===== config.mk =====
export PLATFORM = sky130hd
export DESIGN_NAME = hazard_ctrl_seq_flat
export DESIGN_NICKNAME = d
export VERILOG_FILES = /design/src/rtl/hazard_ctrl_seq_if.sv /design/src/rtl/hazard_ctrl_seq.sv /design/src/flat_wrapper.sv
export SDC_FILE = /design/constraint.sdc
export NUM_CORES = 1
export LEC_CHECK = 0
export ABC_AREA = 1
export CAP_MARGIN = 20
export CORE_MARGIN = 4
export CORE_UTILIZATION = 51
export CTS_CLUSTER_SIZE = 10
export DETAILED_ROUTE_END_ITERATION = 8
export PLACE_DENSITY_LB_ADDON = 0.3
export SYNTH_ARGS = -nofsm -noshare
export SYNTH_HDL_FRONTEND = slang
export SYNTH_SLANG_ARGS = --single-unit

===== constraint.sdc =====
create_clock -name clk -period 2.1 [get_ports clk]
set_clock_uncertainty 0.2 [all_clocks]
set_input_delay 0.42 -clock clk [delete_from_list [all_inputs] [get_ports clk]]
set_output_delay 0.42 -clock clk [all_outputs]
set_load 0.01 [all_outputs]

===== src/rtl/hazard_ctrl_seq_if.sv =====
// rtl/hazard_ctrl_seq_if.sv - pipeline stage status in, stall/flush/freeze decisions and counters out
interface hazard_ctrl_seq_if #(
    parameter int REG_W = 2,
    parameter int CNT_W = 16
);
    logic             id_valid;
    logic             use_rs;
    logic             use_rt;
    logic             use_rs_at_id;
    logic [REG_W-1:0] rs_id;
    logic [REG_W-1:0] rt_id;
    logic             reg_write_ex;
    logic             reg_write_mem;
    logic             reg_write_wb;
    logic [REG_W-1:0] write_reg_ex;
    logic [REG_W-1:0] write_reg_mem;
    logic [REG_W-1:0] write_reg_wb;
    logic             d_mem_read_ex;
    logic             d_mem_read_mem;
    logic             d_mem_read_wb;
    logic             jump_miss;
    logic             branch_miss;
    logic             mem_req;
    logic             mem_ready;
    logic             pc_write;
    logic             ir_write;
    logic             bubblify;
    logic             flush_if;
    logic             pipe_freeze;
    logic             incr_num_inst;
    logic [CNT_W-1:0] num_inst;
    logic [CNT_W-1:0] stall_cycles;
    logic [CNT_W-1:0] flush_count;
    logic             stall_timeout;

    modport master (
        output id_valid, use_rs, use_rt, use_rs_at_id, rs_id, rt_id,
               reg_write_ex, reg_write_mem, reg_write_wb,
               write_reg_ex, write_reg_mem, write_reg_wb,
               d_mem_read_ex, d_mem_read_mem, d_mem_read_wb,
               jump_miss, branch_miss, mem_req, mem_ready,
        input  pc_write, ir_write, bubblify, flush_if, pipe_freeze, incr_num_inst,
               num_inst, stall_cycles, flush_count, stall_timeout
    );

    modport slave (
        input  id_valid, use_rs, use_rt, use_rs_at_id, rs_id, rt_id,
               reg_write_ex, reg_write_mem, reg_write_wb,
               write_reg_ex, write_reg_mem, write_reg_wb,
               d_mem_read_ex, d_mem_read_mem, d_mem_read_wb,
               jump_miss, branch_miss, mem_req, mem_ready,
        output pc_write, ir_write, bubblify, flush_if, pipe_freeze, incr_num_inst,
               num_inst, stall_cycles, flush_count, stall_timeout
    );
endinterface


===== src/rtl/hazard_ctrl_seq.sv =====
// rtl/hazard_ctrl_seq.sv - hazard unit: freeze/stall/flush decision, stall watchdog, saturating counters
module hazard_ctrl_seq #(
    parameter int REG_W              = 2,
    parameter int DATA_FORWARDING    = 1,
    parameter int RF_SELF_FORWARDING = 1,
    parameter int CNT_W              = 16,
    parameter int MAX_STALL          = 64
) (
    input  logic             clk,
    input  logic             reset_n,
    hazard_ctrl_seq_if.slave bus
);
    typedef enum logic [1:0] {ST_RUN, ST_STALL, ST_FREEZE} state_e;

    localparam logic [CNT_W-1:0] MAX_C = CNT_W'(MAX_STALL);

    state_e           state_q, state_d;
    logic [CNT_W-1:0] consec_q, consec_d;
    logic [CNT_W-1:0] num_inst_q, num_inst_d;
    logic [CNT_W-1:0] stall_cycles_q, stall_cycles_d;
    logic [CNT_W-1:0] flush_count_q, flush_count_d;
    logic             stall_timeout_q, stall_timeout_d;

    logic m_ex_rs, m_ex_rt, m_mem_rs, m_mem_rt, m_wb_rs, m_wb_rt;
    logic load_use, fwd_stall, wb_stall, data_stall, freeze;
    logic pc_write, ir_write, bubblify, flush_if, pipe_freeze, incr;

    function automatic logic [CNT_W-1:0] sat_inc(input logic [CNT_W-1:0] v);
        return (&v) ? v : v + 1'b1;
    endfunction

    always_comb begin
        m_ex_rs  = bus.reg_write_ex  && (bus.write_reg_ex  == bus.rs_id);
        m_ex_rt  = bus.reg_write_ex  && (bus.write_reg_ex  == bus.rt_id);
        m_mem_rs = bus.reg_write_mem && (bus.write_reg_mem == bus.rs_id);
        m_mem_rt = bus.reg_write_mem && (bus.write_reg_mem == bus.rt_id);
        m_wb_rs  = bus.reg_write_wb  && (bus.write_reg_wb  == bus.rs_id);
        m_wb_rt  = bus.reg_write_wb  && (bus.write_reg_wb  == bus.rt_id);

        load_use = bus.d_mem_read_ex && ((bus.use_rs && m_ex_rs) || (bus.use_rt && m_ex_rt));
        if (DATA_FORWARDING == 0) begin
            fwd_stall = (bus.use_rs && (m_ex_rs || m_mem_rs)) ||
                        (bus.use_rt && (m_ex_rt || m_mem_rt));
        end else begin
            // Jump targets are read in ID, ahead of the EX bypass point
            fwd_stall = bus.use_rs_at_id && (m_ex_rs || (bus.d_mem_read_mem && m_mem_rs));
        end
        wb_stall   = (RF_SELF_FORWARDING == 0) &&
                     ((bus.use_rs && m_wb_rs) || (bus.use_rt && m_wb_rt));
        data_stall = bus.id_valid && (load_use || fwd_stall || wb_stall);
        freeze     = bus.mem_req && !bus.mem_ready;
    end

    always_comb begin
        pc_write    = 1'b1;
        ir_write    = 1'b1;
        bubblify    = 1'b0;
        flush_if    = 1'b0;
        pipe_freeze = 1'b0;
        if (!reset_n) begin
            pc_write = 1'b0;
            ir_write = 1'b0;
            bubblify = 1'b1;
        end else if (freeze) begin
            pc_write    = 1'b0;
            ir_write    = 1'b0;
            pipe_freeze = 1'b1;
        end else if (data_stall) begin
            pc_write = 1'b0;
            ir_write = 1'b0;
            bubblify = 1'b1;
        end else begin
            flush_if = bus.jump_miss || bus.branch_miss;
            bubblify = bus.branch_miss;
        end
        incr = reset_n && bus.id_valid && !bubblify && !flush_if && !pipe_freeze;
    end

    always_comb begin
        state_d = freeze ? ST_FREEZE : (data_stall ? ST_STALL : ST_RUN);
        // consec is zero whenever the FSM sits in RUN, so a fresh run starts at one
        if (state_d == ST_RUN)      consec_d = '0;
        else if (state_q == ST_RUN) consec_d = CNT_W'(1);
        else if (consec_q < MAX_C)  consec_d = consec_q + 1'b1;
        else                        consec_d = consec_q;
        stall_timeout_d = stall_timeout_q || (consec_d >= MAX_C);
        num_inst_d      = incr ? sat_inc(num_inst_q) : num_inst_q;
        stall_cycles_d  = (freeze || data_stall) ? sat_inc(stall_cycles_q) : stall_cycles_q;
        flush_count_d   = flush_if ? sat_inc(flush_count_q) : flush_count_q;
    end

    always_ff @(posedge clk) begin
        if (!reset_n) begin
            state_q         <= ST_RUN;
            consec_q        <= '0;
            num_inst_q      <= '0;
            stall_cycles_q  <= '0;
            flush_count_q   <= '0;
            stall_timeout_q <= 1'b0;
        end else begin
            state_q         <= state_d;
            consec_q        <= consec_d;
            num_inst_q      <= num_inst_d;
            stall_cycles_q  <= stall_cycles_d;
            flush_count_q   <= flush_count_d;
            stall_timeout_q <= stall_timeout_d;
        end
    end

    assign bus.pc_write      = pc_write;
    assign bus.ir_write      = ir_write;
    assign bus.bubblify      = bubblify;
    assign bus.flush_if      = flush_if;
    assign bus.pipe_freeze   = pipe_freeze;
    assign bus.incr_num_inst = incr;
    assign bus.num_inst      = num_inst_q;
    assign bus.stall_cycles  = stall_cycles_q;
    assign bus.flush_count   = flush_count_q;
    assign bus.stall_timeout = stall_timeout_q;
endmodule


===== src/flat_wrapper.sv =====
// flat-port wrapper written by rule: the top's interface ports become plain ports
module hazard_ctrl_seq_flat 
#(
    parameter int REG_W              = 2,
    parameter int DATA_FORWARDING    = 1,
    parameter int RF_SELF_FORWARDING = 1,
    parameter int CNT_W              = 16,
    parameter int MAX_STALL          = 64
)
  (clk, reset_n, bus_id_valid, bus_use_rs, bus_use_rt, bus_use_rs_at_id, bus_rs_id, bus_rt_id, bus_reg_write_ex, bus_reg_write_mem, bus_reg_write_wb, bus_write_reg_ex, bus_write_reg_mem, bus_write_reg_wb, bus_d_mem_read_ex, bus_d_mem_read_mem, bus_d_mem_read_wb, bus_jump_miss, bus_branch_miss, bus_mem_req, bus_mem_ready, bus_pc_write, bus_ir_write, bus_bubblify, bus_flush_if, bus_pipe_freeze, bus_incr_num_inst, bus_num_inst, bus_stall_cycles, bus_flush_count, bus_stall_timeout);
  hazard_ctrl_seq_if #(.REG_W(REG_W), .CNT_W(CNT_W)) bus_i ();
  input  logic clk;
  input  logic reset_n;
  input wire logic [$bits(bus_i.id_valid)-1:0] bus_id_valid;
  input wire logic [$bits(bus_i.use_rs)-1:0] bus_use_rs;
  input wire logic [$bits(bus_i.use_rt)-1:0] bus_use_rt;
  input wire logic [$bits(bus_i.use_rs_at_id)-1:0] bus_use_rs_at_id;
  input wire logic [$bits(bus_i.rs_id)-1:0] bus_rs_id;
  input wire logic [$bits(bus_i.rt_id)-1:0] bus_rt_id;
  input wire logic [$bits(bus_i.reg_write_ex)-1:0] bus_reg_write_ex;
  input wire logic [$bits(bus_i.reg_write_mem)-1:0] bus_reg_write_mem;
  input wire logic [$bits(bus_i.reg_write_wb)-1:0] bus_reg_write_wb;
  input wire logic [$bits(bus_i.write_reg_ex)-1:0] bus_write_reg_ex;
  input wire logic [$bits(bus_i.write_reg_mem)-1:0] bus_write_reg_mem;
  input wire logic [$bits(bus_i.write_reg_wb)-1:0] bus_write_reg_wb;
  input wire logic [$bits(bus_i.d_mem_read_ex)-1:0] bus_d_mem_read_ex;
  input wire logic [$bits(bus_i.d_mem_read_mem)-1:0] bus_d_mem_read_mem;
  input wire logic [$bits(bus_i.d_mem_read_wb)-1:0] bus_d_mem_read_wb;
  input wire logic [$bits(bus_i.jump_miss)-1:0] bus_jump_miss;
  input wire logic [$bits(bus_i.branch_miss)-1:0] bus_branch_miss;
  input wire logic [$bits(bus_i.mem_req)-1:0] bus_mem_req;
  input wire logic [$bits(bus_i.mem_ready)-1:0] bus_mem_ready;
  output wire logic [$bits(bus_i.pc_write)-1:0] bus_pc_write;
  output wire logic [$bits(bus_i.ir_write)-1:0] bus_ir_write;
  output wire logic [$bits(bus_i.bubblify)-1:0] bus_bubblify;
  output wire logic [$bits(bus_i.flush_if)-1:0] bus_flush_if;
  output wire logic [$bits(bus_i.pipe_freeze)-1:0] bus_pipe_freeze;
  output wire logic [$bits(bus_i.incr_num_inst)-1:0] bus_incr_num_inst;
  output wire logic [$bits(bus_i.num_inst)-1:0] bus_num_inst;
  output wire logic [$bits(bus_i.stall_cycles)-1:0] bus_stall_cycles;
  output wire logic [$bits(bus_i.flush_count)-1:0] bus_flush_count;
  output wire logic [$bits(bus_i.stall_timeout)-1:0] bus_stall_timeout;
  assign bus_i.id_valid = bus_id_valid;
  assign bus_i.use_rs = bus_use_rs;
  assign bus_i.use_rt = bus_use_rt;
  assign bus_i.use_rs_at_id = bus_use_rs_at_id;
  assign bus_i.rs_id = bus_rs_id;
  assign bus_i.rt_id = bus_rt_id;
  assign bus_i.reg_write_ex = bus_reg_write_ex;
  assign bus_i.reg_write_mem = bus_reg_write_mem;
  assign bus_i.reg_write_wb = bus_reg_write_wb;
  assign bus_i.write_reg_ex = bus_write_reg_ex;
  assign bus_i.write_reg_mem = bus_write_reg_mem;
  assign bus_i.write_reg_wb = bus_write_reg_wb;
  assign bus_i.d_mem_read_ex = bus_d_mem_read_ex;
  assign bus_i.d_mem_read_mem = bus_d_mem_read_mem;
  assign bus_i.d_mem_read_wb = bus_d_mem_read_wb;
  assign bus_i.jump_miss = bus_jump_miss;
  assign bus_i.branch_miss = bus_branch_miss;
  assign bus_i.mem_req = bus_mem_req;
  assign bus_i.mem_ready = bus_mem_ready;
  assign bus_pc_write = bus_i.pc_write;
  assign bus_ir_write = bus_i.ir_write;
  assign bus_bubblify = bus_i.bubblify;
  assign bus_flush_if = bus_i.flush_if;
  assign bus_pipe_freeze = bus_i.pipe_freeze;
  assign bus_incr_num_inst = bus_i.incr_num_inst;
  assign bus_num_inst = bus_i.num_inst;
  assign bus_stall_cycles = bus_i.stall_cycles;
  assign bus_flush_count = bus_i.flush_count;
  assign bus_stall_timeout = bus_i.stall_timeout;
  hazard_ctrl_seq #(.REG_W(REG_W), .DATA_FORWARDING(DATA_FORWARDING), .RF_SELF_FORWARDING(RF_SELF_FORWARDING), .CNT_W(CNT_W), .MAX_STALL(MAX_STALL)) u_core (.clk(clk), .reset_n(reset_n), .bus(bus_i));
endmodule

==> implementation parameters <==
Parameter                              Value

Yosys
  Post-synthesis area per instance    6.89 sq um
  Syn Std Cell Area    3660 sq um
  Nets in the synthesized netlist    561
  Most common cell in the synthesized netlist    sky130_fd_sc_hd__nand2_1
  Syn. warnings    0
  Largest area contributor in the synthesized netlist    sky130_fd_sc_hd__dfxtp_1
  Netlist cell types    30
  Area contributors post-synth    sky130_fd_sc_hd__dfxtp_1, sky130_fd_sc_hd__nand2_1, sky130_fd_sc_hd__nor2_1
  Seq/Total Area, Yosys    36.6%
  Most common library cells after synthesis    sky130_fd_sc_hd__nand2_1, sky130_fd_sc_hd__nor2_1, sky130_fd_sc_hd__dfxtp_1, sky130_fd_sc_hd__inv_1, sky130_fd_sc_hd__a21oi_1
  Count of flip-flops with a built-in enable after synthesis    0
  #FFs+latches synth    67
  Synthesized instance count    531
  Asr flop ratio synth    0%
  Portion of synthesized cell area occupied by the leading cell type    36.6%
  Ys flop type    sky130_fd_sc_hd__dfxtp_1

Critical path
  Data arrival time of the critical path    1.60 ns
  Worst path max stage delay    0.17 ns
  Required time of the critical path    1.48 ns
  Crit Path Category    primary input to output pin
  Kind of capture point of the worst setup path    output pin
  Max FO, Critical Path    4
  Master of the slowest instance on the critical path    sky130_fd_sc_hd__clkdlybuf4s15_1
  Most used cell, CP    sky130_fd_sc_hd__nand2_1
  Launching element type of the critical path    primary input
  Cells traversed along the worst timing path    clkdlybuf4s15_1 -> nand2_1 -> nor2_2 -> nand2_1 -> nand2_1 -> nand2_1 -> nand2_2 -> nand2_4 -> nand3_4 -> inv_4 -> nor3_4 -> buf_2

Flow run
  Maximum capacitance violations    0

Timing
  Final critical-path required period    2.22 ns
  Setup repair after global routing missed its margin    true
  Max Freq    451 MHz
  Setup violations, final    7
  Max_slew headroom    67.7%
  Post-route setup slack    -0.119 ns
  Slew at the pin closest to its max-slew limit    0.479 ns
  Number of endpoints with negative hold slack in the final report    0
  Pins over their slew limit    0
  Final critical-path share of the clock period    106%

GRT
  Global-route wire length before repair    16,400 um
  Maximum number of pins on one net before global-route repair    22
  Total global routing overflow    0
  Global router's overall resource usage    23.6%
  Initial antenna violation count    1
  Via count of the first global-routing pass    3,618

Route
  Router iterations before antenna repair    5
  Wirelength, routed    10,900 um
  Starting DRT DRC Count    253
  Post-route DRC violation count    0
  Post-route ant nets    0
  Average routed wire per standard cell    14.5 um
  Routed via count    4,051
  Via density per instance    5.37

CTS
  Max H-tree Level    3
  Clock buffer count from CTS    9
  Clock tree from TritonCTS    yes
  Clock insertion delay at the later pin of the skew report    0.34 ns
  Root Buffer    sky130_fd_sc_hd__clkbuf_8
  Clock slew at the register clock pins of the worst setup and hold paths    0.07 ns
  Largest buffer count on any clock path    2
  Total number of clock tree sinks    67
  Hold Buf Count CTS    0

Run status
  Failing checks    setup timing
  Result of the run    complete, but fails checks

Finish
  Number of fill cells in the layout    496
  Flip-flop and latch area    1350 sq um
  Nets    682
  Signed area change from the synthesized netlist to the final layout    44.0%
  Util after Layout    76.7%
  Area taken by multi-input logic gates    2180 sq um
  Layout cell share with drive strength beyond 1    21.6%

Power
  Highest ir drop seen on vdd    0.320 mV
  Power Internal    1.95 mW
  Net switching power    679 uW
  Switching share of power    25.8%
  Part of the total power dissipated in the clock network    36.3%
  Fraction of power consumed by combinational cells    14.4%
  Leakage power of the design    1.94 nW
  Post-layout total power    2.63 mW
  Pwr per Cell Area    499 nW/um^2
  Sequential share of power    49.3%

Die
  Vertical die dimension    92.7 um
  Horizontal extent of the die    92.7 um
  Total core area    6870 sq um
  Area enclosed by the die boundary    8600 sq um
  Total I/O pin count    81
  Starting utilization of the core area    53.3%
  Number of standard-cell rows in the floorplan    30

Place
  IO buf count    76
  Detailed placer's ending HPWL    7260 um
  RD Place Congestion    0.916

Hold path
  Type of the worst min-delay path    flop to flop
==> registers in the layout, summed over array words and instances (netlist names) <==
register	cells
u_core.bus.num_inst	16
u_core.state_q	2
u_core.bus.stall_timeout	1
u_core.bus.stall_cycles	16
u_core.consec_q	16
u_core.bus.flush_count	16
==> timing repair <==
action                                  4_1_cts  5_1_grt
buffers inserted                              6        8
cloned                                        0        4
endpoints found under the setup margin       61       50
gates resized for setup                     109       53
pin swaps                                    22       19
==> worst paths after layout <==
check / startpoint / end / slack [ns] / cells after the start
setup reg to reg: u_core.bus.flush_count[0] / u_core.bus.flush_count[15] / 0.01 / 8
hold / removal: u_core.consec_q[7] / u_core.consec_q[7] / 0.25 / 2
setup / recovery: bus_d_mem_read_mem / bus_incr_num_inst / -0.12 / 12
hold reg to reg: u_core.consec_q[7] / u_core.consec_q[7] / 0.25 / 2
==> layout make-up <==
type | count | share of cell area [%]
Clock buffer | 14 | 3.09
Antenna cell | 1 | 0.0475
Inverter | 64 | 4.94
Sequential cell | 67 | 25.6
Timing Repair Buffer | 126 | 22.3
Multi-Input combinational cell | 383 | 41.4
Timing Repair inverter | 1 | 0.214
Clock inverter | 2 | 0.190
Tap cell | 96 | 2.28
==> worst max-delay path: cells and delay by family <==
family	cells	cell delay, ns
buffers and inverters	3	0.36
and+or+nand+nor	9	0.82
==> power groups by stage <==
| stage | Sequential, mW | Clock [mW] | Combinational, mW |
|---|---|---|---|
| floorplan | 1.33 | 0 | 0.153 |
| global placement | 1.32 | 0 | 0.293 |
| detailed placement | 1.32 | 0 | 0.300 |
| CTS | 1.29 | 0.966 | 0.334 |
| global route | 1.30 | 1.04 | 0.406 |
| finish | 1.30 | 0.954 | 0.378 |
==> per-layer routing <==
| layer | up-vias | global-route usage [%] | wire length [um] |
|---|---|---|---|
| met2 | 178 | 38.3 | 5270 |
| met5 | - | 0 | 0 |
| li1 | 1971 | - | - |
| met1 | 1876 | 30.4 | 4660 |
| met4 | 0 | 10.0 | 266 |
| met3 | 26 | 5.04 | 728 |
==> through the flow <==
stage | cell area, sq um | hold WS [ns] | setup TNS [ns] | worst slack, ns | std cells
2_1_floorplan | 3680 | 0.222 | 0 | 0.00952 | 531
3_3_place_gp | 4710 | 0.233 | -30.27 | -0.869 | 721
3_5_place_dp | 4710 | 0.239 | -36.12 | -0.938 | 721
4_1_cts | 5020 | 0.249 | -0.284 | -0.0948 | 743
5_1_grt | 5270 | 0.269 | -2.19 | -0.193 | 754
6_report | 5270 | 0.252 | -0.426 | -0.119 | 754
==> cell usage in the layout (no fill, tap or decap), types with 10 or more instances in the layout <==
master	count
sky130_fd_sc_hd__nand3_1	23
sky130_fd_sc_hd__nor2_1	65
sky130_fd_sc_hd__clkbuf_8	11
sky130_fd_sc_hd__buf_6	16
sky130_fd_sc_hd__nor3_1	15
sky130_fd_sc_hd__a21oi_1	43
sky130_fd_sc_hd__inv_1	52
sky130_fd_sc_hd__nand4_1	23
sky130_fd_sc_hd__clkdlybuf4s50_1	55
sky130_fd_sc_hd__dfxtp_1	63
sky130_fd_sc_hd__xnor2_1	12
sky130_fd_sc_hd__xor2_1	21
sky130_fd_sc_hd__nand2_1	107
sky130_fd_sc_hd__buf_4	37
sky130_fd_sc_hd__nor4_1	10
==> cell families (layout without fill, tap and decap cells) <==
group	count (synthesis)	count (layout)	synth area share, %
and+or+nand+nor	278	279	34.3
buffers and inverters	82	207	9.64
DFF	67	67	36.6
AOI/OAI and AO/OA	65	65	9.71
xor gates and xnor gates	35	35	8.38
adders and majority gates	4	4	1.37
other	0	1	0
No activity file was read; power rests on OpenSTA's default activity.
==> edit, RTL diff (same settings) <==
Make the reset (`reset_n`) asynchronous in one clocked block.
--- a/src/rtl/hazard_ctrl_seq.sv
+++ b/src/rtl/hazard_ctrl_seq.sv
@@ -91,3 +91,3 @@
 
-    always_ff @(posedge clk) begin
+    always_ff @(posedge clk or negedge reset_n) begin
         if (!reset_n) begin
Function: differs if reset_n is asserted again (counterexample within 4 cycles, from zero or initial values and one cycle with reset_n low); with reset_n held inactive, the same outputs for 10 cycles.
==> edit against the original RTL <==
The run still ends with setup timing left. Cell area grew 2.5%. Via count shrank 9.0%. Critical path depth did not move. Worst setup slack lost 0.036 ns. Synthesized cell count is 7.3% lower. Register-to-register slack improved by 0.08 ns. Synthesized area increased by 5.1%. Sequential cell count is the same. Die area grew 4.7%. Routed wire length fell by 8.6%. Critical path type unchanged. Critical endpoint unchanged.
Power is not compared: it rests on default switching activity, and its combinational part moved more than twofold at a synthesized area within 25%.
==> edit: results (changes against the original RTL) <==
| Metric | Value |
|---|---|
| Status | `finished with violations` |
| Failing checks | `setup timing` |
| Worst hold path class | `in2async` |
| Crit path largest cell delay | `0.20 ns (+0.03 ns)` |
| Seq/Total Area, Yosys | `0.436 (+0.0693)` |
| # setup viols final | `5 (-2)` |
| Post-Place Worst Slack | `-0.861 ns (+0.0773 ns)` |
| Ys flop type | `dfrtp_1` |
| Async SR Flop Fraction | `1.00 (+1.00)` |
| Initial antenna violation count | `0 (-1)` |
| Syn_nets | `522 (-7.0%)` |
| Post-synthesis average cell area | `7.82 sq um (+13%)` |
| Share of cells above drive strength 1 | `0.199 (-0.0168)` |
| Filler cells | `575 (+16%)` |
| PnR worst setup slack | `-0.156 ns (-0.0365 ns)` |
| Post-synth cell types | `33 (+10%)` |
| DP HPWL | `6930 um (-4.6%)` |
| Largest net degree at the start of global routing | `52 (+140%)` |
| GR Layer Usage met1 | `0.281 (-0.0226)` |
| Commonest cells post-synth | `nand2_1, dfrtp_1, inv_1, nor2_1, nand3_1` |
| Global routing usage on met3 | `0.0534 (+0.00302)` |
| Final WL | `9990 um (-8.6%)` |
| GPL Wtd Cong | `0.878 (-4.2%)` |
| Total GRT Usage | `0.231 (-0.00500)` |
| Worst path slowest cell | `nor3_4` |
| Pre-antenna DRT Iters | `4 (-1)` |
| Reg2reg start | `u_core.bus.num_inst[0]` |
| Via/cell ratio | `5.08 (-5.5%)` |
| First-pass GRT wire length | `16,300 um (-0.63%)` |
| CP Max Fanout | `3 (-1)` |
| Worst setup path start | `bus_write_reg_ex[0]` |
| Finished Layout Cells | `726 (-3.7%)` |
| Synth area leaders | `dfrtp_1, nand2_1, xor2_1` |
| Measured slew at the worst slew-check pin | `0.651 ns (+0.172 ns)` |
| Antenna Cells | `0 (-1)` |
| Met2 Use GR | `0.399 (+0.0162)` |
-- edit: changes by cell type in the layout (fill, tap and decap cells not counted), moves of 14 or more --
cell / unedited run / this run
dfxtp_1: 63 / 0
nor2_1: 65 / 51
a21oi_1: 43 / 3
dfrtp_1: 0 / 65
xor2_1: 21 / 35
nand2_1: 107 / 133
-- edit: worst reg2reg max path, delay by kind of cell (launching register included) --
kind          cells  cell delay [ns]
buf+inv           1             0.24
fa+ha+maj         1             0.20
flops             1             0.41
simple gates      7             0.86
-- edit: worst paths after layout --
| kind | to | slack, ns | cells past startpoint |
|---|---|---|---|
| max in group asynchronous | u_core.bus.num_inst[1] | 0.93 | 4 |
| max reg2reg | u_core.bus.num_inst[6] | 0.09 | 9 |
| min reg2reg | u_core.bus.stall_cycles[4] | 0.32 | 1 |
| max | bus_incr_num_inst | -0.16 | 12 |
| min | u_core.bus.stall_cycles[4] | 0.06 | 2 |
| min in group clk | u_core.bus.stall_cycles[4] | 0.32 | 1 |
-- edit: power by group through the flow --
stage / clock network [mW] / registers (mW) / logic, mW
2_1_floorplan: 0 / 1.76 / 0.454
3_3_place_gp: 0 / 1.69 / 1.12
3_5_place_dp: 0 / 1.70 / 1.16
4_1_cts: 1.12 / 1.67 / 1.18
5_1_grt: 1.18 / 1.71 / 1.36
6_report: 1.11 / 1.68 / 1.24
-- edit: layout make-up --
class	instances	area [sq um]	area share
Clock buffer	10	138	0.0255
Sequential cell	67	1680	0.311
Multi-Input combinational cell	355	1990	0.368
Tap cell	99	124	0.0229
Inverter	60	233	0.0431
Clock inverter	6	65.1	0.0121
Timing Repair Buffer	129	1170	0.217
-- edit: through the flow --
step	power (mW)	cell area (sq um)
finish	4.02	5400
global route	4.26	5400
detailed placement	2.86	4920
CTS	3.97	5200
global placement	2.80	4920
floorplan	2.21	3860
-- edit: cell families after synthesis --
kind of cell    synth area share
compound gates            0.0293
xor+xnor                   0.112
fa+ha+maj                 0.0130
buf+inv                   0.0787
flops                      0.436
simple gates               0.332
-- edit: per-layer routing --
metal | up-vias | wire length, um
li1 | 1825 | -
met1 | 1754 | 4140
met2 | 88 | 5240
met3 | 19 | 426
met4 | 0 | 173
met5 | - | 0
-- edit: what timing repair did --
| action | CTS | global route |
|---|---|---|
| hold buffers | 1 | 0 |
| cloned | 0 | 1 |
| gates resized for setup | 87 | 30 |
| setup buffers | 7 | 13 |
| hold endpoints to repair | 4 | 0 |
| endpoints found under the setup margin | 56 | 35 |
| pin swaps | 23 | 19 |
